===== config.mk =====
export PLATFORM = sky130hd
export DESIGN_NAME = hamming_rx
export DESIGN_NICKNAME = d
export VERILOG_FILES = /design/src/rtl/hamming_rx.sv
export SDC_FILE = /design/constraint.sdc
export NUM_CORES = 1
export LEC_CHECK = 0
export ABC_AREA = 1
export BUFFER_PORTS_ARGS = -buffer_cell sky130_fd_sc_hd__buf_2
export CAP_MARGIN = 40
export CORE_MARGIN = 10
export CORE_UTILIZATION = 25
export CTS_BUF_LIST = sky130_fd_sc_hd__clkbuf_8
export DETAILED_ROUTE_END_ITERATION = 7
export REMOVE_ABC_BUFFERS = 1
export SLEW_MARGIN = 0
export SYNTH_ARGS = -nofsm -noshare
export SYNTH_HDL_FRONTEND = slang
export SYNTH_SLANG_ARGS = --single-unit

===== constraint.sdc =====
create_clock -name clk -period 1.7 [get_ports clk]
set_input_delay 0.255 -clock clk [delete_from_list [all_inputs] [get_ports clk]]
set_output_delay 0.255 -clock clk [all_outputs]
set_load 0.005 [all_outputs]

===== src/rtl/hamming_rx.sv =====
// Serial Hamming(7,4) receiver: deserialises MSB-first codewords, corrects any
// single-bit error and presents the nibble on a valid/ready output register.
module hamming_rx (
   input  logic       clk,
   input  logic       rst_n,
   input  logic       sync,
   input  logic       bit_in,
   input  logic       bit_valid,
   output logic       bit_ready,
   output logic [3:0] out_data,
   output logic [2:0] out_syn,
   output logic       out_corr,
   output logic       out_valid,
   input  logic       out_ready,
   output logic [7:0] err_cnt
);

   // Handshakes: a bit moves when bit_valid && bit_ready; a word moves when
   // out_valid && out_ready. Producers hold their payload until it moves.

   logic [1:0] rst_sync;
   logic       run;
   logic [5:0] shreg;
   logic [2:0] bit_cnt;
   logic       accept;
   logic       load;
   logic [6:0] word;
   logic [6:0] flip;
   logic [6:0] fixed;
   logic [2:0] syn;

   // Reset asserts immediately but releases two edges later, aligned to clk.
   always_ff @(posedge clk or negedge rst_n) begin
      if (!rst_n) rst_sync <= 2'b00;
      else        rst_sync <= {rst_sync[0], 1'b1};
   end
   assign run = rst_sync[1];

   // Only the completing bit is ever stalled, and only by a full, unconsumed slot.
   assign bit_ready = !(bit_cnt == 3'd6 && out_valid && !out_ready);
   assign accept    = bit_valid && bit_ready;
   assign load      = accept && !sync && (bit_cnt == 3'd6);

   // The seventh bit is decoded straight from bit_in, so shreg only needs six bits.
   always_comb begin
      word   = {shreg, bit_in};
      syn[2] = word[6] ^ word[5] ^ word[4] ^ word[3];
      syn[1] = word[6] ^ word[5] ^ word[2] ^ word[1];
      syn[0] = word[6] ^ word[4] ^ word[2] ^ word[0];
      flip   = 7'd0;
      if (syn != 3'd0) flip = 7'd1 << (syn - 3'd1);
      fixed  = word ^ flip;
   end

   always_ff @(posedge clk or negedge rst_n) begin
      if (!rst_n) begin
         shreg     <= 6'd0;
         bit_cnt   <= 3'd0;
         out_data  <= 4'd0;
         out_syn   <= 3'd0;
         out_corr  <= 1'b0;
         out_valid <= 1'b0;
         err_cnt   <= 8'd0;
      end else if (!run) begin
         shreg     <= 6'd0;
         bit_cnt   <= 3'd0;
         out_data  <= 4'd0;
         out_syn   <= 3'd0;
         out_corr  <= 1'b0;
         out_valid <= 1'b0;
         err_cnt   <= 8'd0;
      end else begin
         if (sync) begin
            bit_cnt <= accept ? 3'd1 : 3'd0;
            shreg   <= accept ? {5'd0, bit_in} : 6'd0;
         end else if (accept) begin
            shreg   <= word[5:0];
            bit_cnt <= (bit_cnt == 3'd6) ? 3'd0 : bit_cnt + 3'd1;
         end

         if (load) begin
            out_data  <= {fixed[6], fixed[5], fixed[4], fixed[2]};
            out_syn   <= syn;
            out_corr  <= (syn != 3'd0);
            out_valid <= 1'b1;
            if (syn != 3'd0 && err_cnt != 8'hFF) err_cnt <= err_cnt + 8'd1;
         end else if (out_valid && out_ready) begin
            out_valid <= 1'b0;
         end
      end
   end

endmodule


# Yosys cells after proc, flatten, opt, wreduce, memory -nomap -nowiden
# Index checks and enable logic that the tools add are counted.
# W data, S select, Z words.
dict set report totals {
  reg_bits 28
  in_bits 6
}
dict set report classes {
  add_sub_neg 3
  n_eq_ne 6
  n_shift 1
  n_mux 22
  bitwise_logic 9
  reduce_logical 12
}
# cell n
set ops {}
lappend ops {{$mux W8} 3}
lappend ops {{$mux W3} 6}
lappend ops {{$mux W6} 3}
lappend ops {{$add A8 B1 Y8 const B} 1}
lappend ops {{$mux W4} 2}
lappend ops {{$ne A8 B8 Y1 const B} 1}
lappend ops {{$xor A1 B1 Y1} 8}
lappend ops {{$logic_and A1 B1 Y1} 7}
lappend ops {{$mux W1} 7}
lappend ops {{$mux W7} 1}
lappend ops {{$shl A1 B3 Y7 const A} 1}
lappend ops {{$xor A7 B7 Y7} 1}
lappend ops {{$ne A2 B1 Y1 const B} 2}
lappend ops {{$add A3 B1 Y3 const B} 1}
lappend ops {{$eq A3 B3 Y1 const B} 1}
lappend ops {{$logic_not A1 Y1} 3}
lappend ops {{$ne A3 B1 Y1 const B} 1}
lappend ops {{$ne A3 B2 Y1 const B} 1}
lappend ops {{$reduce_bool A3 Y1} 1}
lappend ops {{$sub A3 B1 Y3 const B} 1}
lappend ops {{$reduce_and A2 Y1} 1}

# Logic depth before layout (Yosys ltp)
dict set report logic_depth {
  depth_word 9
  depth_mapped 14
}

# Least setup slack after synthesis
# Ideal clock, no wire load.
dict set report synth_timing {
  path_kind {register to register}
  startpoint {register shreg[3]}
  endpoint {register out_data[3]}
  arrival_time_ps 1681
  required_ps 1583
  path_slack_ps -99
  stages_incl_launch_ff 13
  period_less_slack_ps 1799
  cell_sequence {dfrtp_1 > buf_2 > inv_1 > nand2_1 > nand2_1 > nand2_1 > nand2_1 > nor2_1 > ha_1 > nor2_1 > nand4_1 > nand3_1 > nand2_1}
}
dict set report synth_between {
  elab_chain_len 9
}
# element line_no
set synth_rtl {}
lappend synth_rtl {{start: declaration} 23} ;# logic [5:0] shreg;
lappend synth_rtl {{start signal: assignment} 75} ;# shreg <= accept ? {5'd0, bit_in} : 6'd0;
lappend synth_rtl {{start signal: assignment} 77} ;# shreg <= word[5:0];
lappend synth_rtl {{$xor A1 B1 Y1 (3 in series)} 49} ;# syn[0] = word[6] ^ word[4] ^ word[2] ^ word[0];
lappend synth_rtl {{$sub A3 B1 Y3} 51} ;# if (syn != 3'd0) flip = 7'd1 << (syn - 3'd1);
lappend synth_rtl {{$shl A1 B3 Y7} 51}
lappend synth_rtl {{$mux W7 (*)} 51}
lappend synth_rtl {{$xor A7 B7 Y7 (*)} 52} ;# fixed = word ^ flip;
lappend synth_rtl {{$mux W4 (*)} 81} ;# if (load) begin
lappend synth_rtl {{$mux W4 (*)} 64} ;# end else if (!run) begin
lappend synth_rtl {{end signal: assignment} 82} ;# out_data <= {fixed[6], fixed[5], fixed[4], fixed[2]};
lappend synth_rtl {{end: declaration} 10} ;# output logic [3:0] out_data,
# Mark *: on every way between the ends. The rest lies on a longest branch, timed or not. The select of a mux whose other input is x is not followed.
# A chain may end at the register's enable or synchronous reset.

# Worst setup path after layout
dict set report layout_timing {
  startpoint {register shreg[4]}
  endpoint {register err_cnt[3]}
}
dict set report layout_between {
  elab_chain_len 7
}
# element line_no
set layout_rtl {}
lappend layout_rtl {{$xor A1 B1 Y1 (*)} {47, 48}}
lappend layout_rtl {{$xor A1 B1 Y1 (on tied branches) (2 in series)} {48, 47}}
lappend layout_rtl {{$reduce_bool A3 Y1 (*)} 86} ;# if (syn != 3'd0 && err_cnt != 8'hFF) err_cnt <= err_cnt + 8'd1;
lappend layout_rtl {{$logic_and A1 B1 Y1 (*)} 86}
lappend layout_rtl {{$ne A2 B1 Y1 (no line) (*)} --}
lappend layout_rtl {{$reduce_and A2 Y1 (no line) (*)} --}
lappend layout_rtl {{end signal: assignment} 86}
lappend layout_rtl {{end: declaration} 15} ;# output logic [7:0] err_cnt
# Mark *: on every way between the ends. The rest lies on a longest branch, timed or not.

==> results.sh <==
export IMPL_grt_pass1_wl_mm=6.84
export IMPL_grt_max_degree=29
export IMPL_place_congestion=0.803
export IMPL_io_pins=24
export IMPL_cts_buffers=3
export IMPL_arrival_ns=1.95
export IMPL_timing_final_crit_period_ns=1.77
export IMPL_hpwlAfterDp_mm=2.79
export IMPL_synth_common_cells="54 x nand2_1, 28 x dfrtp_1, 15 x nand3_1, 14 x inv_1, 12 x nor2_1"
export IMPL_die_y_um=99.6
export IMPL_synth_top_area_share_pct=44.3
export IMPL_start_kind="flop"
export IMPL_fin_crit_sh_pct=104
export IMPL_clk_pin_slew_ns=0.11
export IMPL_drive_above_1_share_pct=43.8
export IMPL_finalMaxSlewViolations=0
export IMPL_routed_wl_mm=4.21
export IMPL_synth_area_leaders="dfrtp_1 44%, nand2_1 13%, nand3_1 4.7%"
export IMPL_instances_no_fill=324
export IMPL_setup_viol=10
export IMPL_yosysMostFrequentCell="nand2_1"
export IMPL_synth_async_reset_ratio_pct=100
export IMPL_status="finished, violations left"
export IMPL_grt_util_all_layers_pct=8.30
export IMPL_leakage_nw=1.08
export IMPL_diodes=0
export IMPL_setup_worst_path_end_class="flop"
export IMPL_layout_setup_ws_ns=-0.0749
export IMPL_rows=28
export IMPL_synth_area_mm2=0.00158
export IMPL_timing_max_cap_violations=0
export IMPL_wl_per_cell_um=13.0
export IMPL_synth_edff_count=0
export IMPL_finalClockSkew_ns=0.00958
export IMPL_ant_nets=0
export IMPL_clock_root_buffer="clkbuf_8"
export IMPL_rsz0062_at_grt="true"
export IMPL_drc=0
export IMPL_slew_headroom_pct=55.3
export IMPL_finalHoldViolations=0
export IMPL_coreArea_mm2=0.00603
export IMPL_worst_path_max_fanout=9
export IMPL_cts_sinks=28
export IMPL_ys_seq_area_share_pct=44.3
export IMPL_clockBufferDepth=2
export IMPL_fmax_ghz=0.563
export IMPL_final_nets=259
export IMPL_synth_avg_cell_area_um2=8.12
export IMPL_htree_levels=1
export IMPL_synth_area_leader_cell="dfrtp_1"
export IMPL_worst_pin_slew_ns=0.670
export IMPL_grt_pass1_vias=1447
export IMPL_worstPathRequired_ns=1.87
export IMPL_hp_class="input pin to asynchronous set/reset pin"
export IMPL_vias=1463
export IMPL_fin_util_pct=36.6
export IMPL_syn_instance_count=195
export IMPL_clock_latency_ns=0.28
export IMPL_synth_cell_types=27
export IMPL_cts_hold_repair_buffers=0
export IMPL_critPathKind="flop to flop"
export IMPL_p_per_area_mw_per_mm2=657
export IMPL_grt_overflow=0
export IMPL_ir_drop_mv=0.307
export IMPL_drtIter0Drc=46
export IMPL_violations="setup timing"
export IMPL_die_w_um=99.6
export IMPL_dieArea_mm2=0.00991
export IMPL_cts_tree="built"
export IMPL_ys_ff_latch=28
export IMPL_fin_tns_setup_ns=-0.591
export IMPL_portBuffers=23
export IMPL_synth_main_ff_cell="dfrtp_1"
export IMPL_place_inst=311
export IMPL_area_growth_pct=39.4
export IMPL_drt_pass1_iter_count=4
export IMPL_start_util_pct=26.3
export IMPL_yosys_warnings=0
export IMPL_antenna_found_initial=0
export IMPL_vias_per_cell=4.52
==> worst max-delay path: stages, from the launching register on <==
cell and delay, ns:
dfrtp_2 0.48, xnor2_1 0.28, xnor2_2 0.15, ha_4 0.20, o21bai_4 0.19, nor2_8 0.18, nor2_8 0.07, nand2_1 0.07
nand2_1 0.05
==> routing by layer <==
metal,global-route usage (%),wire length [um],vias to the layer above
met1,9.70,1900,690
li1,-,-,741
met4,3.42,108,0
met2,14.2,2050,21
met3,1.94,157,11
met5,0,0,-
==> state kept, by name (all words and copies together), names as in the netlist <==
register	flops
out_corr	1
bit_cnt	3
err_cnt	8
out_syn	3
out_valid	1
shreg	6
out_data	4
rst_sync	2
==> report_power, final <==
group          internal, mW  switching, mW
Clock                 0.208          0.223
Sequential            0.676         0.0134
Combinational         0.151          0.178
Total                  1.04          0.415
==> path summary, 6_finish.rpt <==
path,startpoint,to,slack (ns),cells after the start
worst min-delay path,rst_n,shreg[1],0.00009,1
worst min register to register,rst_sync[0],rst_sync[1],0.36,0
worst max register to register,shreg[4],err_cnt[3],-0.07,8
worst max-delay path,shreg[4],err_cnt[3],-0.07,8
min in group clk,sync,shreg[5],0.30,4
max in group asynchronous,rst_n,shreg[5],1.23,1
==> repair_timing <==
item,4_1_cts,5_1_grt
gates resized for setup,16,23
buffers inserted,8,2
pin swaps,3,11
endpoints found under the setup margin,12,13
==> cell usage in the layout (no fill, tap or decap), types with 5 or more instances in the layout <==
cell / count
nand4_1: 6
buf_2: 23
o21ai_0: 6
nand2_4: 5
inv_1: 12
nor2_1: 8
buf_4: 30
a21oi_1: 10
nand3_1: 12
nand2_1: 43
dfrtp_1: 24
inv_2: 9
nand2_2: 11
o21ai_1: 7
==> cell families after synthesis <==
group / synth area share [%]
DFF: 44.3
AOI/OAI and AO/OA: 9.25
adders and majority gates: 2.37
other: 0.237
and+or+nand+nor: 34.1
buffers and inverters: 5.85
xor gates and xnor gates: 3.87
==> layout make-up <==
cell class              count  area, um2
repair buffers             53        340
flip-flops and latches     28        706
inverters                  21       78.8
well taps                  75       93.8
clock buffers               4       55.1
fillers                   620       3820
multi-input cells         143        932
==> per-stage QoR <==
step	power (mW)	instance area [um2]	setup WS, ns	hold slack (ns)
2_1_floorplan	0.826	1570	-0.0550	-0.0406
3_3_place_gp	0.921	1940	-0.0898	0.335
3_5_place_dp	0.923	1940	-0.127	0.338
4_1_cts	1.39	2090	-0.0504	0.0277
5_1_grt	1.51	2210	-0.177	0.0597
6_report	1.45	2210	-0.0749	0.0000900
No activity file was read; power rests on OpenSTA's default activity.
